[src/rtl/branch_pkg.sv]
// branch_pkg: shared FSM state type and hazard wait constants for branch resolution
package branch_pkg;
  typedef enum logic {IDLE, HOLD} br_state_t;
  localparam logic [1:0] WAIT_EX_LOAD = 2'd2;
  localparam logic [1:0] WAIT_EX_ALU = 2'd1;
  localparam logic [1:0] WAIT_MEM_LOAD = 2'd1;
endpackage

[src/rtl/branch_hazard_detect.sv]
// branch_hazard_detect: stall cycles needed before a branch's rs/rt operands are available
module branch_hazard_detect
  import branch_pkg::*;
#(
  parameter int REG_BITS = 5
) (
  input  logic [REG_BITS-1:0] i_rs,
  input  logic [REG_BITS-1:0] i_rt,
  input  logic                i_ex_reg_write,
  input  logic                i_ex_load,
  input  logic [REG_BITS-1:0] i_ex_rd,
  input  logic                i_mem_load,
  input  logic [REG_BITS-1:0] i_mem_rd,
  output logic [1:0]          o_wait
);
  logic w_ex_hit;
  logic w_mem_hit;
  always_comb begin
    w_ex_hit = i_ex_reg_write && (i_ex_rd != '0) && ((i_ex_rd == i_rs) || (i_ex_rd == i_rt));
    w_mem_hit = i_mem_load && (i_mem_rd != '0) && ((i_mem_rd == i_rs) || (i_mem_rd == i_rt));
    o_wait = w_ex_hit ? (i_ex_load ? WAIT_EX_LOAD : WAIT_EX_ALU) : w_mem_hit ? WAIT_MEM_LOAD : 2'd0;
  end
endmodule

[src/rtl/branch_resolve.sv]
// branch_resolve: ID-stage BEQ/BNE resolution with hazard stall, registered redirect and statistics
module branch_resolve
  import branch_pkg::*;
#(
  parameter int ADDR_BITS  = 32,
  parameter int REG_BITS   = 5,
  parameter int COUNT_BITS = 16
) (
  input  logic                  clk,
  input  logic                  rst,
  input  logic                  i_id_valid,
  input  logic                  i_id_beq,
  input  logic                  i_id_bne,
  input  logic [REG_BITS-1:0]   i_id_rs,
  input  logic [REG_BITS-1:0]   i_id_rt,
  input  logic [ADDR_BITS-1:0]  i_id_target,
  input  logic                  i_equal,
  input  logic                  i_not_equal,
  input  logic                  i_ex_reg_write,
  input  logic                  i_ex_load,
  input  logic [REG_BITS-1:0]   i_ex_rd,
  input  logic                  i_mem_load,
  input  logic [REG_BITS-1:0]   i_mem_rd,
  input  logic                  i_kill,
  output logic                  o_stall,
  output logic                  o_redirect_valid,
  output logic [ADDR_BITS-1:0]  o_redirect_pc,
  output logic                  o_flush_if,
  output logic [COUNT_BITS-1:0] o_branch_count,
  output logic [COUNT_BITS-1:0] o_taken_count,
  output logic                  o_cmp_error
);
  br_state_t r_state;
  logic [1:0] r_cnt;
  logic [1:0] w_wait;
  logic w_branch;
  logic w_resolve;
  logic w_bad;
  logic w_taken;
  branch_hazard_detect #(.REG_BITS(REG_BITS)) u_hazard (
    .i_rs          (i_id_rs),
    .i_rt          (i_id_rt),
    .i_ex_reg_write(i_ex_reg_write),
    .i_ex_load     (i_ex_load),
    .i_ex_rd       (i_ex_rd),
    .i_mem_load    (i_mem_load),
    .i_mem_rd      (i_mem_rd),
    .o_wait        (w_wait)
  );
  always_comb begin
    w_branch = i_id_valid && (i_id_beq || i_id_bne);
    w_resolve = !i_kill && ((r_state == IDLE) ? (w_branch && (w_wait == 2'd0)) : (r_cnt == 2'd0));
    w_bad = (i_equal == i_not_equal);
    w_taken = !w_bad && ((i_id_beq && i_equal) || (i_id_bne && i_not_equal));
    o_stall = !i_kill && ((r_state == IDLE) ? (w_branch && (w_wait != 2'd0)) : (r_cnt != 2'd0));
  end
  always_ff @(posedge clk) begin
    if (rst) begin
      r_state <= IDLE;
      r_cnt <= '0;
      o_redirect_valid <= 1'b0;
      o_flush_if <= 1'b0;
      o_redirect_pc <= '0;
      o_branch_count <= '0;
      o_taken_count <= '0;
      o_cmp_error <= 1'b0;
    end else begin
      o_redirect_valid <= w_resolve && w_taken;
      o_flush_if <= w_resolve && w_taken;
      if (w_resolve && w_taken) o_redirect_pc <= i_id_target;
      if (w_resolve && !(&o_branch_count)) o_branch_count <= o_branch_count + 1'b1;
      if (w_resolve && w_taken && !(&o_taken_count)) o_taken_count <= o_taken_count + 1'b1;
      if (w_resolve && w_bad) o_cmp_error <= 1'b1;
      if (i_kill) begin
        r_state <= IDLE;
        r_cnt <= '0;
      end else if (r_state == IDLE) begin
        if (w_branch && (w_wait != 2'd0)) begin
          r_state <= HOLD;
          r_cnt <= w_wait - 2'd1;
        end
      end else if (r_cnt != 2'd0) begin
        r_cnt <= r_cnt - 2'd1;
      end else begin
        r_state <= IDLE;
      end
    end
  end
endmodule

[config.mk]
export PLATFORM = sky130hd
export DESIGN_NAME = branch_resolve
export DESIGN_NICKNAME = d
export VERILOG_FILES = /design/src/rtl/branch_pkg.sv /design/src/rtl/branch_hazard_detect.sv /design/src/rtl/branch_resolve.sv
export SDC_FILE = /design/constraint.sdc
export NUM_CORES = 1
export LEC_CHECK = 0
export ABC_AREA = 1
export BUFFER_PORTS_ARGS = -buffer_cell sky130_fd_sc_hd__buf_2
export CAP_MARGIN = 0
export CORE_ASPECT_RATIO = 0.75
export CORE_MARGIN = 4
export CORE_UTILIZATION = 50
export CTS_CLUSTER_SIZE = 30
export DETAILED_ROUTE_END_ITERATION = 6
export PLACE_DENSITY = 0.82
export SLEW_MARGIN = 20
export SYNTH_ARGS = -nofsm -noshare
export SYNTH_HDL_FRONTEND = slang
export SYNTH_HIERARCHICAL = 1
export SYNTH_SLANG_ARGS = --single-unit
[constraint.sdc]
create_clock -name clk -period 2.5 [get_ports clk]
set_input_delay 0.375 -clock clk [delete_from_list [all_inputs] [get_ports clk]]
set_output_delay 0.375 -clock clk [all_outputs]
set_load 0.02 [all_outputs]
# [After elaboration in Yosys (flattened, before gate mapping)]
# Cells that the tools add are included.
[word_totals] ff_bits=69 in_bits=63 output_inout_bits=68 elab_cells=63
[classes] add_sub_neg=4 eq_ne=6 muxes=11 n_reduce_logical=35
[ops] op="16-bit by 1-bit adder with 16-bit output, second input constant" count=2
[ops] op="16-bit AND reduction" count=2
[ops] op="5-bit equality test" count=4
[ops] op="1-bit logical AND" count=16
[ops] op="2-bit 2-to-1 mux" count=5
[ops] op="5-bit nonzero test" count=2
[ops] op="1-bit 2-to-1 mux" count=6
[ops] op="2-bit nonzero test" count=3
[ops] op="1-bit logical NOT" count=4
[ops] op="2-bit logical NOT" count=2
[ops] op="1-bit logical OR" count=4
[ops] op="2-bit by 1-bit subtractor with 2-bit output, second input constant" count=2
[ops] op="2-bit by 1-bit inequality test with 1-bit output, second input constant" count=1
[ops] op="2-bit AND reduction" count=1
[ops] op="2-bit OR reduction" count=1
[ops] op="1-bit equality test" count=1

# [Depth between registers and ports, before layout]
# Gate-level depths: netlist of the first run.
[logic_depth] depth_word=11 ltp_mapped=18 depth_no_buf=17

# [Cells and area by module]
# Netlist of the first run, hierarchy kept.
[by_module_without_submodules] module="branch_resolve" n_inst=1 cells_per_inst=496 area_each_um2=3324.4 seq_area_each_um2=1381.3
[by_module_without_submodules] module="branch_hazard_detect" n_inst=1 cells_per_inst=79 area_each_um2=365.4 seq_area_each_um2=0.0

# [Least setup slack after synthesis of the first run]
# OpenSTA, ideal clock, no wires.
[synth_path] kind="input-to-output" startpoint="input port i_id_rs[1]" endpoint="output port o_stall" arrival_time_ns=1.536 required_time_ns=2.125 slack_ns=0.589 path_stages=12 n_path_buf=0 path_cell_list="xor2_1 nor2_1 nand3_1 nand2_1 nand2_1 nor2_1 nor2_1 inv_1 nand3_1 nand3_1 inv_1 nor2_1"
[synth_between] word_cells_on_any_way=12 classes_between="eq/ne: 2; mux: 3; reduce/logical: 7"
[synth_lines] item="from (decl)" line_no="branch_resolve.sv:14" rtl="input logic [REG_BITS-1:0] i_id_rs,"
[synth_lines] item="5-bit equality test" line_no="branch_hazard_detect.sv:19" rtl="w_ex_hit = i_ex_reg_write && (i_ex_rd != '0) && ((i_ex_rd == i_rs) || (i_ex_rd == i_rt));"
[synth_lines] item="1-bit logical OR" line_no="branch_hazard_detect.sv:19"
[synth_lines] item="1-bit logical AND" line_no="branch_hazard_detect.sv:19"
[synth_lines] item="2-bit 2-to-1 mux" line_no="branch_hazard_detect.sv:21" rtl="o_wait = w_ex_hit ? (i_ex_load ? WAIT_EX_LOAD : WAIT_EX_ALU) : w_mem_hit ? WAIT_MEM_LOAD : 2'd0;"
[synth_lines] item="net w_wait[1]" line_no="branch_resolve.sv:35" rtl="logic [1:0] w_wait;"
[synth_lines] item="2-bit nonzero test" line_no="branch_resolve.sv:55" rtl="o_stall = !i_kill && ((r_state == IDLE) ? (w_branch && (w_wait != 2'd0)) : (r_cnt != 2'd0));"
[synth_lines] item="1-bit logical AND" line_no="branch_resolve.sv:55"
[synth_lines] item="1-bit 2-to-1 mux" line_no="branch_resolve.sv:55"
[synth_lines] item="1-bit logical AND" line_no="branch_resolve.sv:55"
[synth_lines] item="to (decl)" line_no="branch_resolve.sv:25" rtl="output logic o_stall,"
# The timed path passes the listed nets, and every way through them passes these cells.

# [Final worst setup path of the first run]
[layout_path] startpoint="input port i_mem_rd[3]" endpoint="output port o_stall"
[layout_between] elab_chain_len=9 word_cells_on_any_way=12 classes_between="eq/ne: 2; mux: 3; reduce/logical: 7"
[layout_rtl] item="from (decl)" line_no="branch_resolve.sv:23" rtl="input logic [REG_BITS-1:0] i_mem_rd,"
[layout_rtl] item="5-bit equality test / 5-bit nonzero test (equally long branches)" line_no="branch_hazard_detect.sv:20" rtl="w_mem_hit = i_mem_load && (i_mem_rd != '0) && ((i_mem_rd == i_rs) || (i_mem_rd == i_rt));"
[layout_rtl] item="1-bit logical OR / 1-bit logical AND (equally long branches)" line_no="branch_hazard_detect.sv:20"
[layout_rtl] item="1-bit logical AND *" line_no="branch_hazard_detect.sv:20"
[layout_rtl] item="1-bit 2-to-1 mux *" line_no="branch_hazard_detect.sv:21"
[layout_rtl] item="2-bit 2-to-1 mux *" line_no="branch_hazard_detect.sv:21"
[layout_rtl] item="net w_wait[0]" line_no="branch_resolve.sv:35"
[layout_rtl] item="2-bit nonzero test *" line_no="branch_resolve.sv:55"
[layout_rtl] item="1-bit logical AND *" line_no="branch_resolve.sv:55"
[layout_rtl] item="1-bit 2-to-1 mux *" line_no="branch_resolve.sv:55"
[layout_rtl] item="1-bit logical AND *" line_no="branch_resolve.sv:55"
# Mark *: on every way through the listed nets, which the timed path passes. The rest lies on a longest branch.

==> results.toml, run 1 <==
[outcome]
run_status = "finished, final reports clean"

[worst_setup_path]
crit_top_cell = "nand2_1"
crit_chain = "buf_2, inv_1, nand2_1, nand2_1, nor2_1, nand3_1, a21oi_1, nand2_1, nand2_1, nor2_1, inv_1, nand3_1, nand3_1, inv_1, nor2_1, buf_2"
cp-start-kind = "input port"
r2r_end = "o_taken_count[1]"
r2r_setup_slack_ns = 0.61
r2r_start = "o_taken_count[0]"
path_delay_family = "simple AND/OR/NAND/NOR gates"
reg2reg_depth = 8
critPathRequiredTime_ns = 2.12
critPathMaxStageDelay_ns = 0.21
crit_type = "input port to output port"
crit_arrival_ns = 1.90
slowest_stage = "a21oi_1"
worstSetupEndpointType = "output port"
crit_buf_inv = 5
crit_end = "o_stall"
crit_fanout = 4
crit_start = "i_mem_rd[3]"
crit_cells = 16

[routing]
totalWireLength_mm = 10.0
vias = 4031
drt-initial-drc-count = 171
wire_per_inst_um = 12.4
drc = 0
antenna_left = 0
drt_first_pass_iters = 6
viasPerCell = 5.01

[finish]
fin_nets = 767
most-common-layout-cells = "211 x nand2_1, 130 x buf_2, 74 x nor2_1"
diodes = 0
final_cells = 805
area_delta_synth_final_pct = 24.9
final_common_cell = "nand2_1"
final_layout_size_suffix_gt1_frac = 0.235

[synth]
syn-num-nets = 640
ys_types = 28
yosysSeqAreaShare = 0.374
synth_edf_count = 0
syn_area_per_cell_sq_um = 6.42
synth_area_sq_mm = 0.00369
async_flop_share = 0
synth_seq_cells = 69
synth_compound_area_frac = 0.116
synth-xor-area-share = 0.0498
synth-simple-area-share = 0.371
yosys_warnings = 6
synthAdderAreaFrac = 0.00678
syn_inst = 575
synth_flop_cell = "dfxtp_1"
synth_top_family_by_area = "simple AND/OR/NAND/NOR gates"
synthMuxAreaShare = 0

[global_routing]
grt_pass1_vias = 3803
grt-ovfl-total = 0
grtUsageTotal = 0.228
grt_max_degree = 33
antenna_found_initial = 0
grt_pass1_wl_mm = 16.4

[pwr]
power_density_mw_per_mm2 = 503
power_switching_share = 0.263
vdd_drop_max_mv = 0.296
power_switching_mw = 0.610
p_leak_nw = 2.10
p_clk_frac = 0.408
p_seq_frac = 0.486
comb_power_share = 0.106
p_int_mw = 1.71

[die]
die_w_um = 107
num_rows = 26
die_y_um = 82.4
die_area_sq_mm = 0.00883
core_area_sq_mm = 0.00699
initial_core_util = 0.528
top_level_ports = 131

[timing]
period_share = 0.911
setup_ws_ns = 0.223
period_needed_ns = 2.28
skew_ns = 0.00783
setup_tns_ns = 0
report.final.slew_viol_count = 0
rsz0062_at_grt = "false"
tightestPinTransition_ns = 0.535
fmax_mhz = 439
setup_viol = 0
hold_viol = 0
max-slew-margin-rel = 0.643

[clock_tree]
cts_setup_buffers = 0
htreeDepth = 3
ctsResizeCount = 0
clock-sinks = 69
path_clk_slew_ns = 0.08
tritoncts = "built"
numCtsBuffers = 9
root_buffer = "clkbuf_8"
clock_path_buffers = 2
cts_hold_buf = 0
clock_latency_ns = 0.34

[placed_design]
placed_cells = 789
dp_slack_ns = 0.00403
portBuffers = 130
hpwl_mm = 7.49
place.gp.congestion = 0.879

[run]
max_cap_violations = 0

[min_path]
hold_path_class = "input port to register"
==> area by class of cell <==
class                      count  area, sq um
inverter                      48          181
clock inverter                 6         70.1
timing repair buffer         136          708
sequential                    69         1380
clock buffer                  10          138
multi-input combinational    438         2010
fill                         672         2390
tap                           98          123
==> sequential cells by signal (all words and copies together), names as in the netlist <==
| signal | count |
|---|---|
| o_redirect_pc | 32 |
| o_cmp_error | 1 |
| r_cnt | 2 |
| r_state | 1 |
| o_taken_count | 16 |
| o_branch_count | 16 |
| o_flush_if | 1 |
==> power by group through the flow <==
stage | combinational, mW | clock, mW | sequential [mW]
floorplan | 0.124 | 0 | 1.17
global placement | 0.239 | 0 | 1.15
detailed placement | 0.245 | 0 | 1.15
CTS | 0.246 | 0.970 | 1.13
global route | 0.275 | 1.01 | 1.13
finish | 0.246 | 0.944 | 1.13
==> per-stage QoR <==
step	util	hold WS, ns	area [sq um]	total power, mW
2_1_floorplan	-	0.436	3690	1.30
3_3_place_gp	0.629	0.448	4400	1.39
3_5_place_dp	0.629	0.451	4400	1.40
4_1_cts	0.659	0.255	4610	2.34
5_1_grt	0.659	0.257	4610	2.42
6_report	0.659	0.275	4610	2.32
==> worst min-delay path by stage <==
stage,start,to,slack (ns),cells past startpoint
floorplan,r_cnt[0],r_cnt[0],0.44,2
global placement,r_cnt[0],r_cnt[0],0.45,2
detailed placement,r_cnt[1],r_cnt[1],0.45,2
CTS,i_id_target[22],o_redirect_pc[22],0.25,3
global route,i_id_target[17],o_redirect_pc[17],0.26,3
finish,i_id_target[7],o_redirect_pc[7],0.27,3
==> metal layers <==
metal | up-vias | share of wire | GRT usage
li1 | 2053 | - | -
met1 | 1835 | 0.42 | 0.262
met2 | 131 | 0.49 | 0.419
met3 | 12 | 0.078 | 0.0622
met4 | 0 | 0.010 | 0.0677
met5 | - | 0 | 0
==> kinds of logic (layout without fill, tap and decap cells) <==
group / count (synthesis) / in the layout
XOR/XNOR: 21 / 21
flip-flops: 69 / 69
AND/OR/NAND/NOR: 331 / 331
AO/OA/AOI/OAI: 84 / 84
buffers and inverters: 68 / 200
adder cells (fa/ha/maj): 2 / 2
==> cell usage after synthesis, types with 2 or more instances <==
master	number	share of area
nand2_1	211	0.21
nor2_1	74	0.075
dfxtp_1	69	0.37
a21oi_1	61	0.083
inv_1	46	0.047
o21ai_0	19	0.026
nand3_1	18	0.024
xor2_1	14	0.033
clkbuf_1	8	0.0081
nand4_1	8	0.014
xnor2_1	7	0.017
buf_2	6	0.0081
nor2_4	5	0.015
buf_6	4	0.012
and2_1	3	0.0051
nand3_2	3	0.0081
nor3_1	3	0.0041
buf_4	2	0.0041
ha_1	2	0.0068
nand3b_1	2	0.0041
nor2_2	2	0.0034
o21a_1	2	0.0041
==> worst reg2reg max path, cell delays in order, from the launching register on <==
cell and delay, ns:
dfxtp_1 0.44, ha_1 0.22, nand2_1 0.12, nor2_4 0.22, nand2_2 0.11, nor2_4 0.28, nor2_4 0.15, o21ai_0 0.18
nor2_1 0.06
No activity file was read; power rests on OpenSTA's default activity.
==> run 2, diff against run 1 <==
- ABC_CLOCK_PERIOD_IN_PS: not set -> 2100
- clock period: 2.5 -> 2.1 ns (I/O delays scaled with it)
==> run 2 against run 1 <==
  * Die area stayed put
  * Sequential share of layout area is 1.3 points lower
  * Combinational power is 28% higher
  * Worst hold slack worse by 0.066 ns
  * Largest cell class unchanged
  * Critical path depth is 1 lower
  * Clock skew is 0.0018 ns higher
  * Critical endpoint unchanged
==> results.toml, run 2 (synthesis gave the netlist of run 1 again) <==
[worst_setup_path]
crit_type = "input port to output port"
r2r_setup_slack_ns = 0.18
crit_start = "i_id_rt[0]"
crit_fanout = 3
reg2reg_depth = 9
critPathRequiredTime_ns = 1.78
r2r_end = "o_taken_count[1]"
crit_arrival_ns = 1.70
worstSetupEndpointType = "output port"
crit_end = "o_stall"
cp-start-kind = "input port"
r2r_start = "o_taken_count[0]"

[die]
die_w_um = 107
initial_core_util = 0.528
core_area_sq_mm = 0.00699
die_area_sq_mm = 0.00883
die_y_um = 82.4
num_rows = 26
top_level_ports = 131

[finish]
filler_cell_count = 586
final_layout_size_suffix_gt1_frac = 0.260
area_delta_synth_final_pct = 30.6
top_regs = "o_redirect_pc: 32 flops, o_branch_count: 16 flops, o_taken_count: 16 flops"
final_cells = 818
largest_reg_flops = 32
diodes = 0
final_common_cell = "nand2_1"
largest_register = "o_redirect_pc"
fin_nets = 780
most-common-layout-cells = "208 x nand2_1, 129 x buf_2, 71 x nor2_1"

[routing]
wire_per_inst_um = 12.3
totalWireLength_mm = 10.1
vias = 4065
antenna_left = 0
drc = 0
drt-initial-drc-count = 195
viasPerCell = 4.97
drt_first_pass_iters = 5

[clock_tree]
path_clk_slew_ns = 0.08
clock_path_buffers = 2
htreeDepth = 3
clock-sinks = 69
cts_hold_buf = 0
clock_latency_ns = 0.34
tritoncts = "built"
root_buffer = "clkbuf_8"
numCtsBuffers = 9

[min_path]
hold_path_class = "input port to register"
worstHoldPathCells = 3

[timing]
period_needed_ns = 2.02
fmax_mhz = 495
skew_ns = 0.00968
max-slew-margin-rel = 0.689
hold_viol = 0
period_share = 0.961
report.final.slew_viol_count = 0
setup_viol = 0
whs_ns = 0.209
tightestPinTransition_ns = 0.465

[placed_design]
hpwl_mm = 7.51
placed_cells = 796
place.gp.congestion = 0.892
portBuffers = 130

[run]
max_cap_violations = 0

[global_routing]
grt_pass1_vias = 3760
grt_max_degree = 33
grtUsageTotal = 0.225
grt-ovfl-total = 0
antenna_found_initial = 0
grt_pass1_wl_mm = 16.3

[pwr]
vdd_drop_max_mv = 0.500
p_total_mw = 3.03
power_density_mw_per_mm2 = 629
p_leak_nw = 2.22

[outcome]
run_status = "finished, final reports clean"
run 2: cell count changes in the layout (fill, tap and decap cells not counted), moves of 3 or more:
| cell | change |
|---|---|
| nor2_1 | -3 |
| nand2_1 | -3 |
| nand2_2 | +3 |
| buf_4 | +11 |
run 2: through the flow:
step / TNS, ns / cell area (sq um) / util / worst slack [ns]
after floorplan: 0 / 3690 / - / 0.276
after CTS: 0 / 4720 / 0.675 / 0.0245
final: 0 / 4820 / 0.689 / 0.0810
after detailed placement: -9.00 / 4470 / 0.638 / -0.222
after global routing: -0.147 / 4820 / 0.689 / -0.0716
after global placement: -3.15 / 4470 / 0.638 / -0.0986
run 2: critical path: stages:
cell and delay (ns):
buf_2 0.12, buf_4 0.13, xor2_1 0.13, nor2_1 0.09, nand3_1 0.07, a21oi_1 0.17, nand2_1 0.08, nand2_2 0.07
nor2_2 0.04, inv_1 0.05, nand3_1 0.08, nand3_2 0.09, inv_2 0.06, nor2_4 0.08, buf_6 0.12
run 2: layout make-up:
type / count / area [sq um] / share of cell area
multi-input cells: 438 / 2040 / 0.423
flip-flops and latches: 69 / 1380 / 0.287
repair buffers: 149 / 837 / 0.174
inverters: 48 / 181 / 0.0376
clock buffers: 11 / 151 / 0.0314
well taps: 98 / 123 / 0.0254
clock inverters: 5 / 106 / 0.0221
run 2: power breakdown:
group / leakage (nW) / internal [mW] / switching, mW / total, mW
clock: 0.126 / 0.856 / 0.519 / 1.38
sequential: 0.557 / 1.33 / 0.0140 / 1.34
combinational: 1.53 / 0.130 / 0.185 / 0.315
run 2: routing by layer:
metal  up-vias  track usage  share of wire
met1      1833        0.265           0.40
met3         4       0.0777          0.093
li1       2079            -              -
met5         -            0              0
met4         0       0.0409         0.0038
met2       149        0.406           0.50
run 2: how the worst min path moves through the flow:
stage / startpoint / endpoint / slack (ns)
after global routing: i_id_target[28] / o_redirect_pc[28] / 0.20
final: i_id_target[25] / o_redirect_pc[25] / 0.21
after global placement: o_cmp_error / o_cmp_error / 0.45
after CTS: i_id_target[29] / o_redirect_pc[29] / 0.19
after detailed placement: o_redirect_pc[11] / o_redirect_pc[11] / 0.45
after floorplan: r_cnt[0] / r_cnt[0] / 0.44
run 2: timing repair:
action	in CTS	in global routing
gates resized for setup	0	12
hold endpoints to repair	0	0
setup buffers	0	6
endpoints found under the setup margin	0	48
==> run 3, diff against run 2 <==
- ABC_CLOCK_PERIOD_IN_PS: 2100 -> 2200
- CAP_MARGIN: 0 -> not set
- CORE_UTILIZATION: 50 -> 52
- CTS_BUF_LIST: not set -> sky130_fd_sc_hd__clkbuf_4
- PLACE_DENSITY: 0.82 -> 0.85
- clock period: 2.1 -> 2.2 ns (I/O delays scaled with it)
==> run 3 against run 2 <==
  * Routed wire length shrank 2.3%
  * Flip-flop and latch count is the same
  * Count of clock-buffer cells in the layout shrank 2
  * Critical path type unchanged
  * Largest cell class unchanged
==> results.toml, run 3 (synthesis gave the netlist of run 1 again) <==
[min_path]
hold_path_class = "input port to register"
worstHoldPathCells = 3

[global_routing]
grt_max_degree = 35
grt-ovfl-total = 0
grt_pass1_wl_mm = 16.0
grtUsageTotal = 0.224
antenna_found_initial = 0
grt_pass1_vias = 3777

[finish]
final_cells = 807
diodes = 0
final_common_cell = "nand2_1"
postLayoutCellArea_sq_mm = 0.00460
area_delta_synth_final_pct = 24.7
most-common-layout-cells = "211 x nand2_1, 129 x buf_2, 71 x nor2_1"
fin_nets = 769
largest_register = "o_redirect_pc"
filler_cell_count = 650
top_regs = "o_redirect_pc: 32 flops, o_branch_count: 16 flops, o_taken_count: 16 flops"
final_layout_size_suffix_gt1_frac = 0.245
largest_reg_flops = 32

[die]
die_area_sq_mm = 0.00852
core_area_sq_mm = 0.00686
initial_core_util = 0.538
die_w_um = 105
die_y_um = 81.0
num_rows = 26
top_level_ports = 131

[clock_tree]
numCtsBuffers = 9
clock_latency_ns = 0.39
clock_path_buffers = 2
cts_hold_buf = 0
tritoncts = "built"
htreeDepth = 3
path_clk_slew_ns = 0.13
clock-sinks = 69
root_buffer = "clkbuf_4"

[pwr]
vdd_drop_max_mv = 0.414
comb_power_share = 0.114
p_total_mw = 2.52
p_seq_frac = 0.509
p_leak_nw = 2.11
power_switching_share = 0.266
p_clk_frac = 0.377
power_density_mw_per_mm2 = 547
power_switching_mw = 0.669
p_int_mw = 1.85

[timing]
hold_viol = 0
whs_ns = 0.162
tightestPinTransition_ns = 0.488
max-slew-margin-rel = 0.674
report.final.slew_viol_count = 0
period_share = 0.946
rsz0062_at_grt = "false"
fmax_mhz = 480
period_needed_ns = 2.08
setup_viol = 0
skew_ns = 0.0151
setup_ws_ns = 0.118

[routing]
vias = 3971
drt-met1-wl_mm = 4.29
drc = 0
viasPerCell = 4.92
wl_met3_um = 547
drt_first_pass_iters = 4
routed.top_layer = "met4"
totalWireLength_mm = 9.84
wire_per_inst_um = 12.2
routed-wl-met2_mm = 4.92
antenna_left = 0
drt-initial-drc-count = 164

[placed_design]
portBuffers = 130
placed_cells = 790
dp_slack_ns = -0.0343
placed_area_sq_mm = 0.00441
place.gp.congestion = 0.905
hpwl_mm = 7.44

[worst_setup_path]
crit_arrival_ns = 1.75
worstSetupEndpointType = "output port"
critPathRequiredTime_ns = 1.87
reg2reg_depth = 8
crit_type = "input port to output port"
cp-start-kind = "input port"
crit_fanout = 3

[outcome]
run_status = "finished, final reports clean"

[run]
max_cap_violations = 0
## run 3: cell count changes in the layout (fill, tap and decap cells not counted), sizes merged
cell    before  now
buf        149  138
bufinv       3    2
clkbuf      11    9
clkinv       2    4
inv         47   48
## run 3: critical path: stages
cell and delay [ns]:
buf_2 0.11, inv_1 0.07, nand2_1 0.06, nand2_1 0.06, nor2_2 0.13, nand3_1 0.10, a21oi_2 0.14, nand2_1 0.06
nand2_1 0.10, nor2_2 0.05, inv_1 0.06, nand3_1 0.09, nand3_2 0.10, inv_2 0.05, nor2_1 0.09, buf_4 0.15
## run 3: power groups by stage
stage,clock network [mW],logic [mW],registers [mW]
finish,0.948,0.287,1.28
CTS,0.975,0.282,1.28
detailed placement,0,0.281,1.31
global route,1.04,0.318,1.29
floorplan,0,0.141,1.33
global placement,0,0.274,1.31
## run 3: layout make-up
class / count / area (sq um) / share of cell area
Tap cell: 98 / 123 / 0.0267
Timing Repair Buffer: 138 / 726 / 0.158
Inverter: 48 / 181 / 0.0394
Clock inverter: 7 / 98.8 / 0.0215
Multi-Input combinational cell: 438 / 2020 / 0.440
Sequential cell: 69 / 1380 / 0.300
Clock buffer: 9 / 67.6 / 0.0147
## run 3: per-stage QoR
| step | utilization | TNS [ns] |
|---|---|---|
| detailed placement | 0.642 | -0.285 |
| CTS | 0.666 | 0 |
| global placement | 0.642 | 0 |
| finish | 0.670 | 0 |
| global route | 0.670 | 0 |
| floorplan | - | 0 |
## run 3: metal layers
| layer | GRT usage | vias to the layer above |
|---|---|---|
| li1 | - | 2064 |
| met3 | 0.0556 | 10 |
| met1 | 0.273 | 1789 |
| met4 | 0.0616 | 0 |
| met5 | 0 | - |
| met2 | 0.398 | 108 |
## run 3: repair_timing
| action | in CTS | in global routing |
|---|---|---|
| gates resized for setup | 0 | 7 |
| buffers inserted | 0 | 1 |
| setup endpoints to repair | 0 | 1 |
| endpoints found under the hold margin | 0 | 0 |
## run 3: worst paths after layout
check	from	endpoint	slack [ns]
hold reg to reg	o_redirect_pc[19]	o_redirect_pc[19]	0.47
setup reg to reg	o_taken_count[0]	o_taken_count[1]	0.33
hold / removal	i_id_target[4]	o_redirect_pc[4]	0.16
setup / recovery	i_mem_rd[0]	o_stall	0.12
